## src/rtl/hilo_div_unit.sv

```systemverilog
// hilo_div_unit: HI/LO register stage with ALU product capture, MTHI/MTLO writes
// and a WIDTH-cycle restoring signed/unsigned divider.
module hilo_div_unit #(
   parameter int WIDTH = 32
) (
   input  logic             clk,
   input  logic             rst_n,
   input  logic             op_valid,
   input  logic [2:0]       op,
   input  logic [WIDTH-1:0] a,
   input  logic [WIDTH-1:0] b,
   input  logic [WIDTH-1:0] alu_hi,
   input  logic [WIDTH-1:0] alu_lo,
   output logic [WIDTH-1:0] hi,
   output logic [WIDTH-1:0] lo,
   output logic             busy,
   output logic             done
);
   localparam int CW = $clog2(WIDTH);
   typedef enum logic [1:0] {IDLE, DIV, FIN} state_t;
   state_t           state_q, state_d;
   logic [CW-1:0]    cnt_q, cnt_d;
   logic [WIDTH-1:0] hi_q, hi_d, lo_q, lo_d;
   logic [WIDTH-1:0] rem_q, rem_d, quot_q, quot_d, dvsr_q, dvsr_d, a_q, a_d;
   logic             negq_q, negq_d, negr_q, negr_d, dz_q, dz_d, done_q, done_d;
   logic             sgn, sa, sb;
   logic [WIDTH:0]   rem_sh, diff;
   assign sgn    = ~op[0];
   assign sa     = sgn & a[WIDTH-1];
   assign sb     = sgn & b[WIDTH-1];
   // Restoring step: shift the next dividend bit into the remainder and trial-subtract.
   assign rem_sh = {rem_q, quot_q[WIDTH-1]};
   assign diff   = rem_sh - {1'b0, dvsr_q};
   always_comb begin
      state_d = state_q;
      cnt_d   = cnt_q;
      hi_d    = hi_q;
      lo_d    = lo_q;
      rem_d   = rem_q;
      quot_d  = quot_q;
      dvsr_d  = dvsr_q;
      a_d     = a_q;
      negq_d  = negq_q;
      negr_d  = negr_q;
      dz_d    = dz_q;
      done_d  = 1'b0;
      case (state_q)
         IDLE: if (op_valid) begin
            case (op)
               3'b001: begin
                  hi_d = alu_hi;
                  lo_d = alu_lo;
               end
               3'b010: hi_d = a;
               3'b011: lo_d = a;
               3'b100, 3'b101: begin
                  quot_d  = sa ? -a : a;
                  dvsr_d  = sb ? -b : b;
                  rem_d   = '0;
                  a_d     = a;
                  negq_d  = sa ^ sb;
                  negr_d  = sa;
                  dz_d    = (b == '0);
                  cnt_d   = CW'(WIDTH - 1);
                  state_d = DIV;
               end
               default: ;
            endcase
         end
         DIV: begin
            rem_d   = diff[WIDTH] ? rem_sh[WIDTH-1:0] : diff[WIDTH-1:0];
            quot_d  = {quot_q[WIDTH-2:0], ~diff[WIDTH]};
            cnt_d   = (cnt_q == '0) ? '0 : cnt_q - 1'b1;
            state_d = (cnt_q == '0) ? FIN : DIV;
         end
         FIN: begin
            lo_d    = dz_q ? '1 : (negq_q ? -quot_q : quot_q);
            hi_d    = dz_q ? a_q : (negr_q ? -rem_q : rem_q);
            done_d  = 1'b1;
            state_d = IDLE;
         end
         default: state_d = IDLE;
      endcase
   end
   always_ff @(posedge clk or negedge rst_n) begin
      if (!rst_n) begin
         state_q <= IDLE;
         cnt_q   <= '0;
         hi_q    <= '0;
         lo_q    <= '0;
         rem_q   <= '0;
         quot_q  <= '0;
         dvsr_q  <= '0;
         a_q     <= '0;
         negq_q  <= 1'b0;
         negr_q  <= 1'b0;
         dz_q    <= 1'b0;
         done_q  <= 1'b0;
      end else begin
         state_q <= state_d;
         cnt_q   <= cnt_d;
         hi_q    <= hi_d;
         lo_q    <= lo_d;
         rem_q   <= rem_d;
         quot_q  <= quot_d;
         dvsr_q  <= dvsr_d;
         a_q     <= a_d;
         negq_q  <= negq_d;
         negr_q  <= negr_d;
         dz_q    <= dz_d;
         done_q  <= done_d;
      end
   end
   assign hi   = hi_q;
   assign lo   = lo_q;
   assign busy = (state_q != IDLE);
   assign done = done_q;
endmodule
```

## config.mk

```make
export PLATFORM = sky130hd
export DESIGN_NAME = hilo_div_unit
export DESIGN_NICKNAME = d
export VERILOG_FILES = /design/src/rtl/hilo_div_unit.sv
export SDC_FILE = /design/constraint.sdc
export NUM_CORES = 1
export LEC_CHECK = 0
export CAP_MARGIN = 40
export CELL_PAD_IN_SITES_DETAIL_PLACEMENT = 0
export CELL_PAD_IN_SITES_GLOBAL_PLACEMENT = 1
export CORE_MARGIN = 2
export CORE_UTILIZATION = 30
export DETAILED_ROUTE_END_ITERATION = 12
export GPL_TIMING_DRIVEN = 1
export PLACE_DENSITY = 0.61
export SLEW_MARGIN = 20
export SYNTH_ARGS = -nofsm -noshare
export SYNTH_HDL_FRONTEND = slang
export SYNTH_SLANG_ARGS = --single-unit
```

## constraint.sdc

```tcl
create_clock -name clk -period 5.55 [get_ports clk]
set_clock_uncertainty 0.05 [all_clocks]
set_input_delay 1.665 -clock clk [delete_from_list [all_inputs] [get_ports clk]]
set_output_delay 1.665 -clock clk [all_outputs]
set_load 0.01 [all_outputs]
```

==> results.txt <==
----------------------------------------------------
[Status]
  Result of the run ... completed

[Detailed routing]
  Total DRC errors in the routed layout ... 0
  Wire per inst ... 19.1 um
  Number of nets with antenna violations after detailed routing ... 0
  Sum of routed wire length over all layers ... 47200 um
  Number of vias after detailed routing ... 12600
  Count of routing violations after the opening detailed-route iteration ... 905
  DRT Pass-1 Iters ... 5
  Via density per instance ... 5.08

[Cells and area]
  Synth-to-Final Area Change ... 25.6%
  Area of all placed cells without fillers ... 17500 sq um
  Filler instances ... 4869
  Fraction of final layout cells sized beyond drive strength 1 ... 6.90%
  Most common library cell in the layout ignoring fill and taps ... sky130_fd_sc_hd__nand2_1
  Final Net Count ... 2021
  Most frequent cells in the layout ... sky130_fd_sc_hd__nand2_1, sky130_fd_sc_hd__dfrtp_1, sky130_fd_sc_hd__o21ai_0, sky130_fd_sc_hd__clkdlybuf4s50_1, sky130_fd_sc_hd__nor2_1

[Placement]
  Placement-stage cell area ... 16600 sq um
  Final estimated routing congestion in global placement ... 0.848
  Quantity of I/O buffers inserted on ports ... 199
  Post-placement setup slack ... 0.658 ns
  Detailed-placement wirelength estimate ... 34500 um

[Yosys]
  Synth area leaders ... sky130_fd_sc_hd__dfrtp_1, sky130_fd_sc_hd__nand2_1, sky130_fd_sc_hd__o21ai_0
  Cell area after synthesis ... 13900 sq um
  Proportion of register bits with asynchronous set or reset after synthesis ... 100%
  Total number of yosys warnings ... 0
  Number of flops mapped to enable cells by yosys ... 0
  Number of unique standard cell types used by synthesis ... 67
  Post-synthesis area per instance ... 8.21 sq um
  Synth top area share ... 36.4%
  Post-Synthesis Net Count ... 1870
  Post-synthesis sequential element count ... 203
  Seq/Total Area, Yosys ... 36.4%
  Post-Synthesis Cells ... 1698
  Primary FF master, synth ... sky130_fd_sc_hd__dfrtp_1
  Cell type contributing the most total cell area after synthesis ... sky130_fd_sc_hd__dfrtp_1

[Clock network]
  Clock buffer count from CTS ... 26
  Total number of H-tree levels ... 1
  Maximum clock path buffer count ... 3
  Clock root buffer master ... sky130_fd_sc_hd__clkbuf_16
  Clk_lat worst skew ... 0.57 ns
  Gates resized, CTS repair ... 0
  Number of hold buffers added after cts ... 0
  Sink Count ... 203
  TritonCTS clock tree ... yes
  Clock transition at the registers of the reported paths ... 0.06 ns
  Postcts setup bufs ... 0

[Die]
  Area of the die ... 48200 sq um
  Core area ... 46300 sq um
  Top-level port count ... 200
  Effective utilization at floorplan ... 30.1%
  Row count ... 79
  Height of the chip ... 220 um
  Die X-Extent ... 220 um

[Timing]
  Setup TNS ... 0 ns
  Final Hold Slack ... 0.409 ns
  Final setup slack of the worst path ... 1.25 ns
  Actual slew at the worst max-slew pin ... 0.837 ns
  Max-slew violations ... 0
  Number of endpoints failing setup at the final stage ... 0
  Setup repair after global routing missed its margin ... no
  Final Cycle Share ... 77.5%
  Rel. slew slack ... 44.2%
  Final Hold Viols ... 0
  Final min period ... 4.30 ns
  Fmax ... 233 MHz

[Global routing]
  First-pass GRT wire length ... 73400 um
  Global route overflow ... 0
  Maximum number of pins on one net before global-route repair ... 85
  Antenna violations before repair ... 0
  Total GRT Usage ... 19.5%
  Number of global-route vias before repair ... 12600

[Pwr]
  Sw Ratio ... 43.9%
  Maximum vdd drop ... 0.228 mV
  Internal cell power ... 6.09 mW
  Clk network pwr share ... 16.3%
  Leakage power ... 7.33 nW
  Power per Cell Area ... 620 nW/um^2
  Combinational Power Share ... 56.3%
  Sequential share of power ... 27.4%
  Power spent charging and discharging nets ... 4.76 mW

[Setup path]
  Data required time of the critical path ... 5.95 ns
  Worst reg2reg path endpoint ... rem_q[11]
  R2r worst-path depth ... 13
  CP Capture Type ... flop
  Highest fanout seen on the critical path ... 6
  Critical Path, Cell by Cell ... clkdlybuf4s50_1, or3_1, nor4_1, buf_4, nand3_1, nor3_1, and3_1, a21oi_1, xnor2_1, a211oi_1, a221o_1
  Largest stage delay, worst path ... 0.61 ns
  Startpoint class of the critical path ... input port
  Crit path arrival time ... 4.70 ns
  Cell with the largest stage delay on the worst path ... sky130_fd_sc_hd__clkdlybuf4s50_1
  Register-to-register setup slack ... 1.37 ns
  Delay-heaviest family, CP ... simple AND/OR/NAND/NOR gates
  Start-to-end type of the worst setup path ... input port to flop
  Worst Path Buf+Inv ... 2
  Startpoint of the most critical register-to-register path ... quot_q[31]

[Worst hold path]
  HP Start ... cnt_q[4]
  Hold path cells ... 1
  Path category of the worst min-delay check ... flop to flop
  Destination of the worst hold path ... state_q[1]

[Job]
  Max-cap violation count ... 0

----------------------------------------------------
==> per-stage QoR <==
stage / utilization, % / power, mW / instances
2_1_floorplan: - / 7.10 / 1698
3_3_place_gp: 35.7 / 9.05 / 2422
3_5_place_dp: 35.8 / 9.14 / 2426
4_1_cts: 37.8 / 11.0 / 2474
5_1_grt: 37.9 / 11.8 / 2476
6_report: 37.9 / 10.9 / 2477
==> Yosys cell counts (6+ instances only) <==
| master | instances |
|---|---|
| sky130_fd_sc_hd__mux2i_1 | 78 |
| sky130_fd_sc_hd__a221oi_1 | 16 |
| sky130_fd_sc_hd__nand2_1 | 281 |
| sky130_fd_sc_hd__xnor2_1 | 74 |
| sky130_fd_sc_hd__a21o_1 | 21 |
| sky130_fd_sc_hd__o21bai_1 | 6 |
| sky130_fd_sc_hd__a21oi_1 | 115 |
| sky130_fd_sc_hd__o22ai_1 | 28 |
| sky130_fd_sc_hd__or2_2 | 7 |
| sky130_fd_sc_hd__xor2_1 | 71 |
| sky130_fd_sc_hd__o31ai_1 | 25 |
| sky130_fd_sc_hd__o221ai_1 | 6 |
| sky130_fd_sc_hd__a31oi_1 | 12 |
| sky130_fd_sc_hd__a211oi_1 | 7 |
| sky130_fd_sc_hd__dfrtp_1 | 203 |
| sky130_fd_sc_hd__nand3_1 | 30 |
| sky130_fd_sc_hd__buf_1 | 10 |
| sky130_fd_sc_hd__or3_1 | 12 |
| sky130_fd_sc_hd__a22oi_1 | 9 |
| sky130_fd_sc_hd__nand2b_1 | 17 |
| sky130_fd_sc_hd__nor3_1 | 23 |
| sky130_fd_sc_hd__nor2b_1 | 8 |
| sky130_fd_sc_hd__nor2_1 | 119 |
| sky130_fd_sc_hd__clkbuf_1 | 93 |
| sky130_fd_sc_hd__or4_1 | 14 |
| sky130_fd_sc_hd__o41ai_1 | 14 |
| sky130_fd_sc_hd__nor4_1 | 9 |
| sky130_fd_sc_hd__o21ai_0 | 198 |
| sky130_fd_sc_hd__o211ai_1 | 11 |
| sky130_fd_sc_hd__inv_1 | 55 |
| sky130_fd_sc_hd__mux2_2 | 18 |
| sky130_fd_sc_hd__ha_1 | 37 |
==> layer usage <==
| metal | up-vias | track usage (%) | part of all wire [%] |
|---|---|---|---|
| li1 | 6306 | - | - |
| met1 | 5965 | 26.5 | 47 |
| met2 | 252 | 33.2 | 47 |
| met3 | 50 | 2.02 | 3.6 |
| met4 | 0 | 4.63 | 2.1 |
| met5 | - | 0 | 0 |
==> logic make-up (layout without fill, tap and decap cells) <==
kind of cell / count (synthesis) / after routing / share of synthesized area [%]
buffers and inverters: 172 / 343 / 5.13
adders and majority gates: 38 / 38 / 3.46
xor gates and xnor gates: 145 / 145 / 9.11
AOI/OAI and AO/OA: 496 / 496 / 21.3
DFF: 203 / 203 / 36.4
other: 0 / 1 / 0
and+or+nand+nor: 548 / 548 / 17.5
muxes: 96 / 96 / 7.05
==> worst max path at each step <==
stage / startpoint / end / slack (ns) / depth (start not counted)
3_5_place_dp: a[9] / quot_q[28] / 0.66 / 11
5_1_grt: quot_q[31] / rem_q[8] / 1.03 / 13
3_3_place_gp: a[9] / quot_q[28] / 0.75 / 11
6_report: a[9] / quot_q[28] / 1.25 / 11
4_1_cts: a[9] / quot_q[28] / 1.26 / 11
2_1_floorplan: a[13] / quot_q[27] / 1.67 / 9
==> final cells by class <==
type / instances / area (sq um) / share of cell area (%)
multi-input cells: 1323 / 8210 / 46.9
flip-flops and latches: 203 / 5080 / 29.0
repair buffers: 240 / 2360 / 13.5
clock buffers: 39 / 790 / 4.51
well taps: 607 / 759 / 4.34
inverters: 55 / 206 / 1.18
clock inverters: 9 / 109 / 0.622
diodes: 1 / 2.50 / 0.0143
==> sequential cells by signal (all words and copies together) (netlist names) <==
register and count:
a_q 32, dvsr_q 32, hi 32, lo 32, quot_q 32, rem_q 32
cnt_q 5, state_q 2, done 1, dz_q 1, negq_q 1, negr_q 1
==> power by group through the flow <==
stage | combinational, mW | clock [mW] | sequential (mW)
2_1_floorplan | 4.27 | 0 | 2.83
3_3_place_gp | 6.05 | 0 | 3.01
3_5_place_dp | 6.14 | 0 | 3.00
4_1_cts | 6.17 | 1.82 | 2.98
5_1_grt | 6.88 | 1.87 | 3.09
6_report | 6.11 | 1.77 | 2.98
Power figures use the tool's default switching activity.
